### src/rtl/wb_arb_pkg.sv
// Shared definitions for the Wishbone round-robin arbiter: state encoding, CTI codes, default watchdog width.
// The ABORT state exists only when WB_RR_ARBITER_WDOG_EN is defined.
package wb_arb_pkg;

  localparam int WB_TMO_W_DEF = 8;

  localparam logic [2:0] CTI_CLASSIC = 3'b000;
  localparam logic [2:0] CTI_INCR    = 3'b010;
  localparam logic [2:0] CTI_EOB     = 3'b111;

`ifdef WB_RR_ARBITER_WDOG_EN
  typedef enum logic [1:0] {
    ST_IDLE  = 2'd0,
    ST_BUSY  = 2'd1,
    ST_ABORT = 2'd2
  } arb_state_e;
`else
  typedef enum logic [1:0] {
    ST_IDLE = 2'd0,
    ST_BUSY = 2'd1
  } arb_state_e;
`endif

endpackage

### src/rtl/wb_rr_pick.sv
// Round-robin search: first requester after cur_owner, wrapping, with cur_owner itself considered last.
module wb_rr_pick
  import wb_arb_pkg::*;
#(
  parameter int N  = 4,
  parameter int OW = $clog2(N)
) (
  input  logic [N-1:0]  req,
  input  logic [OW-1:0] cur_owner,
  output logic [OW-1:0] next_owner,
  output logic          any_req
);

  logic found_s;

  // Priority scan starting one past the current owner.
  always_comb begin
    next_owner = cur_owner;
    found_s    = 1'b0;
    any_req    = |req;
    for (int i = 1; i <= N; i++) begin
      if (!found_s && req[(int'(cur_owner) + i) % N]) begin
        next_owner = OW'((int'(cur_owner) + i) % N);
        found_s    = 1'b1;
      end else begin
        found_s = found_s;
      end
    end
  end

endmodule

### src/rtl/wb_rr_arbiter.sv
// Wishbone N-master round-robin arbiter: registered owner, zero-latency bus and response muxing.
// Define WB_RR_ARBITER_WDOG_EN to add the stalled-transfer watchdog with ABORT state.
module wb_rr_arbiter
  import wb_arb_pkg::*;
#(
  parameter int NMASTERS = 4,
  parameter int AW       = 32,
  parameter int DW       = 32,
  parameter int TMO_W    = WB_TMO_W_DEF
) (
  input  logic                        wb_clk_i,
  input  logic                        wb_rst_i,
  input  logic [NMASTERS*AW-1:0]      wbm_adr_i,
  input  logic [NMASTERS*DW-1:0]      wbm_dat_i,
  input  logic [NMASTERS*DW/8-1:0]    wbm_sel_i,
  input  logic [NMASTERS*3-1:0]       wbm_cti_i,
  input  logic [NMASTERS*2-1:0]       wbm_bte_i,
  input  logic [NMASTERS-1:0]         wbm_cyc_i,
  input  logic [NMASTERS-1:0]         wbm_stb_i,
  input  logic [NMASTERS-1:0]         wbm_we_i,
  output logic [DW-1:0]               wbm_dat_o,
  output logic [NMASTERS-1:0]         wbm_ack_o,
  output logic [NMASTERS-1:0]         wbm_err_o,
  output logic [AW-1:0]               wbs_adr_o,
  output logic [DW-1:0]               wbs_dat_o,
  output logic [DW/8-1:0]             wbs_sel_o,
  output logic [2:0]                  wbs_cti_o,
  output logic [1:0]                  wbs_bte_o,
  output logic                        wbs_cyc_o,
  output logic                        wbs_stb_o,
  output logic                        wbs_we_o,
  input  logic [DW-1:0]               wbs_dat_i,
  input  logic                        wbs_ack_i,
  input  logic                        wbs_err_i,
  output logic [$clog2(NMASTERS)-1:0] owner_o
);

  localparam int OW = $clog2(NMASTERS);
  localparam int SW = DW / 8;

  logic [OW-1:0] owner_r;
  logic [OW-1:0] pick_next_s;
  logic          pick_any_s;
  arb_state_e    state_r;
  arb_state_e    state_s;
  logic          rst_hold_r;
  logic          gate_s;
  logic          abort_s;
  logic          own_cyc_s;
  logic          own_stb_s;
  logic          drive_s;
  logic          term_ok_s;
  logic          wdog_fire_s;

  wb_rr_pick #(.N(NMASTERS), .OW(OW)) u_pick (
    .req        (wbm_cyc_i),
    .cur_owner  (owner_r),
    .next_owner (pick_next_s),
    .any_req    (pick_any_s)
  );

  assign own_cyc_s = wbm_cyc_i[owner_r];
  assign own_stb_s = wbm_stb_i[owner_r];
  // Bus stays quiet while reset is held and for the first cycle after it.
  assign gate_s    = wb_rst_i | rst_hold_r;
  assign drive_s   = own_cyc_s & ~gate_s & ~abort_s;
  assign term_ok_s = ~gate_s & ~abort_s;

  assign wbs_adr_o = wbm_adr_i[int'(owner_r)*AW +: AW];
  assign wbs_dat_o = wbm_dat_i[int'(owner_r)*DW +: DW];
  assign wbs_sel_o = wbm_sel_i[int'(owner_r)*SW +: SW];
  assign wbs_cti_o = wbm_cti_i[int'(owner_r)*3 +: 3];
  assign wbs_bte_o = wbm_bte_i[int'(owner_r)*2 +: 2];
  assign wbs_we_o  = wbm_we_i[owner_r];
  assign wbs_cyc_o = drive_s;
  assign wbs_stb_o = drive_s & own_stb_s;
  assign wbm_dat_o = wbs_dat_i;
  assign owner_o   = owner_r;

  // Route slave termination to the owner only.
  always_comb begin
    wbm_ack_o          = '0;
    wbm_err_o          = '0;
    wbm_ack_o[owner_r] = wbs_ack_i & term_ok_s;
    wbm_err_o[owner_r] = (wbs_err_i & term_ok_s) | wdog_fire_s;
  end

`ifdef WB_RR_ARBITER_WDOG_EN
  logic [TMO_W-1:0] wdog_cnt_r;
  logic             wdog_run_s;

  assign abort_s     = (state_r == ST_ABORT);
  assign wdog_run_s  = own_cyc_s & own_stb_s & term_ok_s & ~wbs_ack_i & ~wbs_err_i;
  assign wdog_fire_s = wdog_run_s & (wdog_cnt_r == {TMO_W{1'b1}});

  // Stall counter; a run cannot span an owner change since it requires the owner's cyc.
  always_ff @(posedge wb_clk_i) begin
    if (wb_rst_i) begin
      wdog_cnt_r <= '0;
    end else if (wdog_run_s && !wdog_fire_s) begin
      wdog_cnt_r <= wdog_cnt_r + TMO_W'(1);
    end else begin
      wdog_cnt_r <= '0;
    end
  end
`else
  logic [TMO_W-1:0] wdog_unused_s;

  assign wdog_unused_s = '0;
  assign abort_s       = 1'b0;
  assign wdog_fire_s   = 1'b0;
`endif

  // Owner, state and post-reset hold registers.
  always_ff @(posedge wb_clk_i) begin
    if (wb_rst_i) begin
      owner_r    <= '0;
      state_r    <= ST_IDLE;
      rst_hold_r <= 1'b1;
    end else begin
      rst_hold_r <= 1'b0;
      state_r    <= state_s;
      if (!own_cyc_s && pick_any_s) begin
        owner_r <= pick_next_s;
      end else begin
        owner_r <= owner_r;
      end
    end
  end

  // Next-state logic; leaving BUSY/ABORT coincides with the owner dropping cyc.
  always_comb begin
    state_s = state_r;
    case (state_r)
      ST_IDLE: begin
        if (own_cyc_s) state_s = ST_BUSY;
        else           state_s = ST_IDLE;
      end
      ST_BUSY: begin
        if (!own_cyc_s)       state_s = ST_IDLE;
`ifdef WB_RR_ARBITER_WDOG_EN
        else if (wdog_fire_s) state_s = ST_ABORT;
`endif
        else                  state_s = ST_BUSY;
      end
`ifdef WB_RR_ARBITER_WDOG_EN
      ST_ABORT: begin
        if (!own_cyc_s) state_s = ST_IDLE;
        else            state_s = ST_ABORT;
      end
`endif
      default: state_s = ST_IDLE;
    endcase
  end

endmodule

### config.mk
export PLATFORM = sky130hd
export DESIGN_NAME = wb_rr_arbiter
export DESIGN_NICKNAME = d
export VERILOG_FILES = /design/src/rtl/wb_arb_pkg.sv /design/src/rtl/wb_rr_pick.sv /design/src/rtl/wb_rr_arbiter.sv
export SDC_FILE = /design/constraint.sdc
export NUM_CORES = 1
export LEC_CHECK = 0
export CORE_AREA = 2 2 177 179
export CTS_CLUSTER_DIAMETER = 40
export DETAILED_ROUTE_END_ITERATION = 12
export DIE_AREA = 0 0 179 181
export SYNTH_ARGS = -nofsm -noshare
export SYNTH_HDL_FRONTEND = slang
export SYNTH_SLANG_ARGS = --single-unit
export TNS_END_PERCENT = 100
### constraint.sdc
create_clock -name wb_clk_i -period 5.8 [get_ports wb_clk_i]
set_input_delay 1.16 -clock wb_clk_i [delete_from_list [all_inputs] [get_ports wb_clk_i]]
set_output_delay 1.16 -clock wb_clk_i [all_outputs]
set_load 0.03 [all_outputs]
==> qor.txt, run 1 <==
Result of the run - completed
Multiplexer fraction of the synthesized cell area - 69.21%
Number of antenna violations at the first check in global routing - 1
CTS tree - built
Detail-routed net length per standard cell - 18.31 µm
Final Setup Violations - 0
Overall via count from detail_route - 3244
Class of the worst hold path - reg -> reg
Synth-to-Final Area Change - 163.6%
Initial standard-cell utilization of the core - 8.369%
Number of design rule violations left after detail routing - 0
Worst Path Class, Setup - in -> out
Fill cell instance count of the final layout - 3227
Level count of the clock H-tree - 1
Final period util - 78.58%
Synth Instances - 185
Synth warn - 0
Antenna cells - 0
Number of hold buffers added after CTS - 0
Top cells by area, synth - mux4_2 (67%), buf_4 (10%), buf_6 (3.5%)
Total gr overflow - 0
Largest net degree at the start of global routing - 60
Post-synthesis instance area - 2540 µm²
Count of instances resized after the clock tree is built - 0
Max Cap Violations - 0
P_leak - 2.210 nW
Place WS - 1.205 ns
Cell type with the highest aggregate area in the netlist - mux4_2
First-pass GRT wire length - 22.74 mm
Antenna Violating Nets Remaining - 0
Share of synthesized area occupied by flip-flops and latches - 2.365%
Actual transition at the worst max-transition pin - 0.8985 ns
Data required time of the critical path - 4.64 ns
Most common library cell in the layout ignoring fill and taps - clkdlybuf4s50_1
Adder-Cell Fraction of Synth Area - 1.970%
Crit end category - output pin
Overall global routing resource usage - 9.589%
Vias per cell - 3.499
Die footprint - 32400 µm²
Via count of the first global-routing pass - 3349
Final-report hold violation count - 0
Maximum count of clock buffers along a single path - 2
Kind of start point of the critical path - input port
Clock insertion delay at the later pin of the skew report - 0.22 ns
I/O Pins - 458
Maximum fanout encountered on the critical timing path - 11
Min Tclk post-route - 4.558 ns
DP Area - 6618 µm²
Post-route total power - 1.266 mW
Pins over their slew limit - 0
Top library cells by usage in the layout, fill and taps aside - clkdlybuf4s50_1 (393), mux4_2 (75), and3_1 (8), nor2_1 (5), ha_1 (4)
Cell variety after synth - 32
Detailed Route Iter0 Violations - 106
Setup repair bufs after CTS - 0
Clock skew - 0.00003705 ns
Total wirelength of the detailed-routed design - 16.97 mm
Synthesized net count - 529
Post-Synth Simple-Gate Area - 5.567%
Count of clock tree sinks - 3
Max Clk Rate - 0.2194 GHz
Arrival time of the worst setup path - 3.40 ns
Post-detail-place hpwl - 14.95 mm
Number of buffers created by CTS - 3
Max-slew headroom at the worst pin - 40.10%
GPL Wtd Cong - 0.7692
Post-Synth XOR/XNOR Area - 0%
Post-synth top area share - 66.50%
Power Density - 189.0 nW/µm²
Final-layout setup total negative slack - 0 ns
Post-route design area - 6696 µm²
Placement row count - 64
Final worst hold slack - 0.8501 ns
Unrepaired setup endpoints after global routing - false
Post-synthesis sequential element count - 3
Combinational family with the most area after synthesis - multiplexers
Number of buffers inserted by port buffering - 393
Avg Cell Area, Syn - 13.73 µm²
Synth Area in Compound Gates - 4.631%
Total iterations of the first detailed-routing run - 6
Total Nets Final - 876
VDD IR max - 0.1163 mV
Clock root buffer master - clkbuf_16
Ratio of cells with drive above 1 in the final layout - 17.33%
Core Footprint - 30350 µm²
Clock-pin slew of the registers on the worst-case setup and hold paths - 0.03 ns
Setup WS post-layout - 1.243 ns
Die outline height - 181 µm
Die Width - 179 µm
registers in the layout, indices dropped and copies added, names as in the netlist:
name and flops:
owner_o 2, rst_hold_r 1
routing by layer:
layer,vias to the layer above,GRT usage (%),share of wire [%]
li1,1461,-,-
met1,1574,11.43,39
met2,203,17.43,51
met3,4,3.178,11
met4,2,0.2927,0.088
met5,-,0,0.077
per-stage QoR:
| stage | util (%) | instances |
|---|---|---|
| finish | 22.06 | 927 |
| global route | 22.06 | 927 |
| CTS | 22.06 | 927 |
| detailed placement | 21.80 | 923 |
| global placement | 21.80 | 923 |
| floorplan | - | 185 |
kinds of logic (layout without fill, tap and decap cells):
| family | after synthesis | count (layout) |
|---|---|---|
| AO/OA/AOI/OAI | 14 | 14 |
| flip-flops | 3 | 3 |
| multiplexers | 81 | 81 |
| adder cells (fa/ha/maj) | 4 | 4 |
| buffers and inverters | 58 | 404 |
| AND/OR/NAND/NOR | 25 | 25 |
report_power, final:
part / switching (mW) / total [mW] / internal (mW) / leakage, nW
sequential: 0.0588 / 0.0837 / 0.0249 / 0.0263
clock: 0.0180 / 0.109 / 0.0906 / 0.0382
combinational: 0.477 / 1.07 / 0.597 / 2.15
area by class of cell:
type,count,area [µm²],area share (%)
well taps,396,495.5,7.399
inverters,3,11.26,0.1682
multi-input cells,124,2067,30.87
repair buffers,397,3976,59.38
clock buffers,4,78.83,1.177
flip-flops and latches,3,67.56,1.009
worst max-delay path, cell delays in order:
cell and delay (ns):
clkdlybuf4s50_1 0.68, mux2_4 0.24, nor2_1 0.06, a2111oi_4 0.41
and2_1 0.18, clkdlybuf4s50_1 0.67
synth_stat cells:
master / n
nor3_1: 3
inv_2: 2
mux2_4: 1
nand3b_1: 1
nand2b_1: 2
nor4_2: 1
and2_1: 2
nand2_1: 2
dfxtp_1: 3
o211a_1: 1
ha_1: 4
nor2_1: 5
a32o_1: 1
mux2i_1: 2
o21ai_0: 1
and3_1: 8
mux2_2: 3
clkbuf_1: 7
a211oi_1: 1
a2bb2oi_1: 1
a21oi_1: 2
buf_4: 34
o311ai_1: 1
inv_1: 1
o211ai_1: 1
a21o_1: 1
mux4_2: 75
a2111oi_4: 1
buf_6: 8
buf_2: 6
nand3_1: 1
o21ai_1: 3
final timing paths:
check	from	end	slack (ns)	cells after the start
max	wbm_cyc_i[0]	wbs_stb_o	1.24	6
min	owner_o[0]	owner_o[0]	0.85	2
max reg2reg	owner_o[0]	owner_o[1]	3.37	6
min reg2reg	owner_o[0]	owner_o[0]	0.85	2
(Power assumes the default switching activity.)
==> run 2, diff against run 1 <==
CORE_AREA = 2 2 178 180   (was 2 2 177 179)
DIE_AREA = 0 0 180 182   (was 0 0 179 181)
clock period = 3.7 ns   (was 5.8 ns; I/O delays follow)
==> run 2 against run 1 <==
Net effect:
- sequential cell count stayed put
- global-route usage hardly changed
- critical endpoint is now wbs_cyc_o
- count of clock-buffer cells in the layout stayed put
==> qor.txt, run 2 (same netlist as run 1, synthesis figures left out) <==
Result of the run - completed
Flop2flop setup slack - 1.23 ns (-2.14 ns)
Setup crit start - wbm_cyc_i[1]
Final Setup Violations - 0 (unchanged)
Hold Path Cell Cnt - 2 (unchanged)
Pins over their slew limit - 0 (unchanged)
Setup WS post-layout - 0.3204 ns (-0.9221 ns)
Number of design rule violations left after detail routing - 0 (unchanged)
Count of clock tree sinks - 3 (unchanged)
Clock root buffer master - clkbuf_16
Total gr overflow - 0 (unchanged)
Final period util - 91.34%
GPL Wtd Cong - 0.7495 (-2.6%)
Detail-routed net length per standard cell - 17.72 µm (-3.2%)
Crit end category - output pin
Maximum fanout encountered on the critical timing path - 2 (-9)
Initial standard-cell utilization of the core - 8.197% (-0.17 points)
Most common library cell in the layout ignoring fill and taps - clkdlybuf4s50_1
Via count of the first global-routing pass - 3624 (+8.2%)
Level count of the clock H-tree - 1 (unchanged)
Clock insertion delay at the later pin of the skew report - 0.23 ns (about the same)
Data required time of the critical path - 2.96 ns (-1.68 ns)
Kind of start point of the critical path - input port
Ratio of cells with drive above 1 in the final layout - 18.89% (+1.6 points)
Fill cell instance count of the final layout - 3312 (+2.6%)
Max Cap Violations - 0 (unchanged)
Core Footprint - 30990 µm² (+2.1%)
Actual transition at the worst max-transition pin - 0.5312 ns (-0.3673 ns)
Post-detail-place hpwl - 14.85 mm (-0.64%)
Die Width - 180 µm (+0.56%)
Max Clk Rate - 0.2959 GHz
CP Capture Point - wbs_cyc_o
Antenna cells - 0 (unchanged)
Clock skew - 0.00003332 ns (-0.000003733 ns)
Reg-to-reg critical path startpoint - owner_o[0]
Total iterations of the first detailed-routing run - 4 (-2)
Number of hold buffers added after CTS - 0 (unchanged)
Detailed Route Iter0 Violations - 124 (+17%)
Number of flip-flops under the largest register name - 2 (unchanged)
I/O Pins - 458 (unchanged)
Antenna Violating Nets Remaining - 0 (unchanged)
Min Tclk post-route - 3.380 ns
Place WS - 0.2969 ns (-0.9079 ns)
Total Nets Final - 885 (+1.0%)
Overall via count from detail_route - 3337 (+2.9%)
Overall global routing resource usage - 9.628% (+0.039 points)
Number of cell instances on the worst register-to-register path - 7 (+1)
Die outline height - 182 µm (+0.55%)
First-pass GRT wire length - 24.02 mm (+5.6%)
Die footprint - 32760 µm² (+1.1%)
P_leak - 2.267 nW (+2.6%)
Final-report hold violation count - 0 (unchanged)
Total wirelength of the detailed-routed design - 16.69 mm (-1.7%)
Number of buffers created by CTS - 3 (unchanged)
VDD IR max - 0.1234 mV (+6.0%)
Vias per cell - 3.542 (+1.2%)
Number of buffers inserted by port buffering - 393 (unchanged)
Arrival time of the worst setup path - 2.64 ns (-0.76 ns)
Final-layout setup total negative slack - 0 ns (unchanged)
Largest net degree at the start of global routing - 50 (-17%)
Maximum count of clock buffers along a single path - 2 (unchanged)
Capturing point of the worst reg2reg path - owner_o[1]
Worst Path Class, Setup - in -> out
Placement row count - 65 (+1.6%)
CTS tree - built
Clock-pin slew of the registers on the worst-case setup and hold paths - 0.03 ns (about the same)
Class of the worst hold path - reg -> reg
Synth-to-Final Area Change - 168.0%
Setup repair bufs after CTS - 0 (unchanged)
Top library cells by usage in the layout, fill and taps aside - clkdlybuf4s50_1 (392), mux4_2 (75), buf_4 (10), and3_1 (8), nor2_1 (5)
Number of antenna violations at the first check in global routing - 1 (unchanged)
Final core utilization - 21.97% (-0.098 points)
Power Density - 294.9 nW/µm² (+56%)
Max-slew headroom at the worst pin - 63.57% (+23 points)
Unrepaired setup endpoints after global routing - false
Count of instances resized after the clock tree is built - 0 (unchanged)
==> run 2: cell types whose count changed in the layout (fill, tap and decap cells not counted) <==
cell | previous run | this run
buf_4 | 3 | 10
clkdlybuf4s50_1 | 393 | 392
buf_12 | 1 | 4
==> run 2: cell type report <==
type	instances	area [µm²]	share of cell area, %
Clock buffer	4	78.83	1.158
Timing Repair Buffer	406	4079	59.93
Inverter	3	11.26	0.1654
Tap cell	402	503.0	7.390
Multi-Input combinational cell	124	2067	30.37
Sequential cell	3	67.56	0.9926
==> run 2: critical path, cell delays in order <==
cell and delay [ns]:
clkdlybuf4s50_1 0.48, mux2i_1 0.19, a2111oi_4 0.47, clkdlybuf4s50_1 0.76
==> run 2: metal layers <==
metal  up-vias  wire length (µm)  GRT usage (%)
met1      1636              6654          11.83
met2       207              8633          17.29
li1       1477                 -              -
met5         -                 9              0
met4         2               127          1.301
met3        15              1266          2.447
==> run 2: through the flow <==
step           power, mW  instances  instance area (µm²)  hold slack [ns]
6_report           2.007        942                 6807           0.7554
4_1_cts            2.033        942                 6807           0.7790
3_3_place_gp       1.846        938                 6728           0.7776
2_1_floorplan      1.081        185                 2540           0.7677
5_1_grt            2.101        942                 6807           0.8090
3_5_place_dp       1.849        938                 6728           0.7734
==> run 2: how the worst min path moves through the flow <==
stage	from	endpoint	slack (ns)
2_1_floorplan	wb_rst_i	rst_hold_r	0.77
3_3_place_gp	owner_o[0]	owner_o[0]	0.78
3_5_place_dp	owner_o[0]	owner_o[0]	0.77
4_1_cts	owner_o[0]	owner_o[0]	0.78
5_1_grt	owner_o[0]	owner_o[0]	0.81
6_report	owner_o[0]	owner_o[0]	0.76
==> run 2: power by group <==
group	internal, mW	switching [mW]	leakage, nW
combinational	0.956	0.794	2.20
sequential	0.0390	0.0408	0.0263
clock	0.143	0.0342	0.0382
total	1.14	0.869	2.27
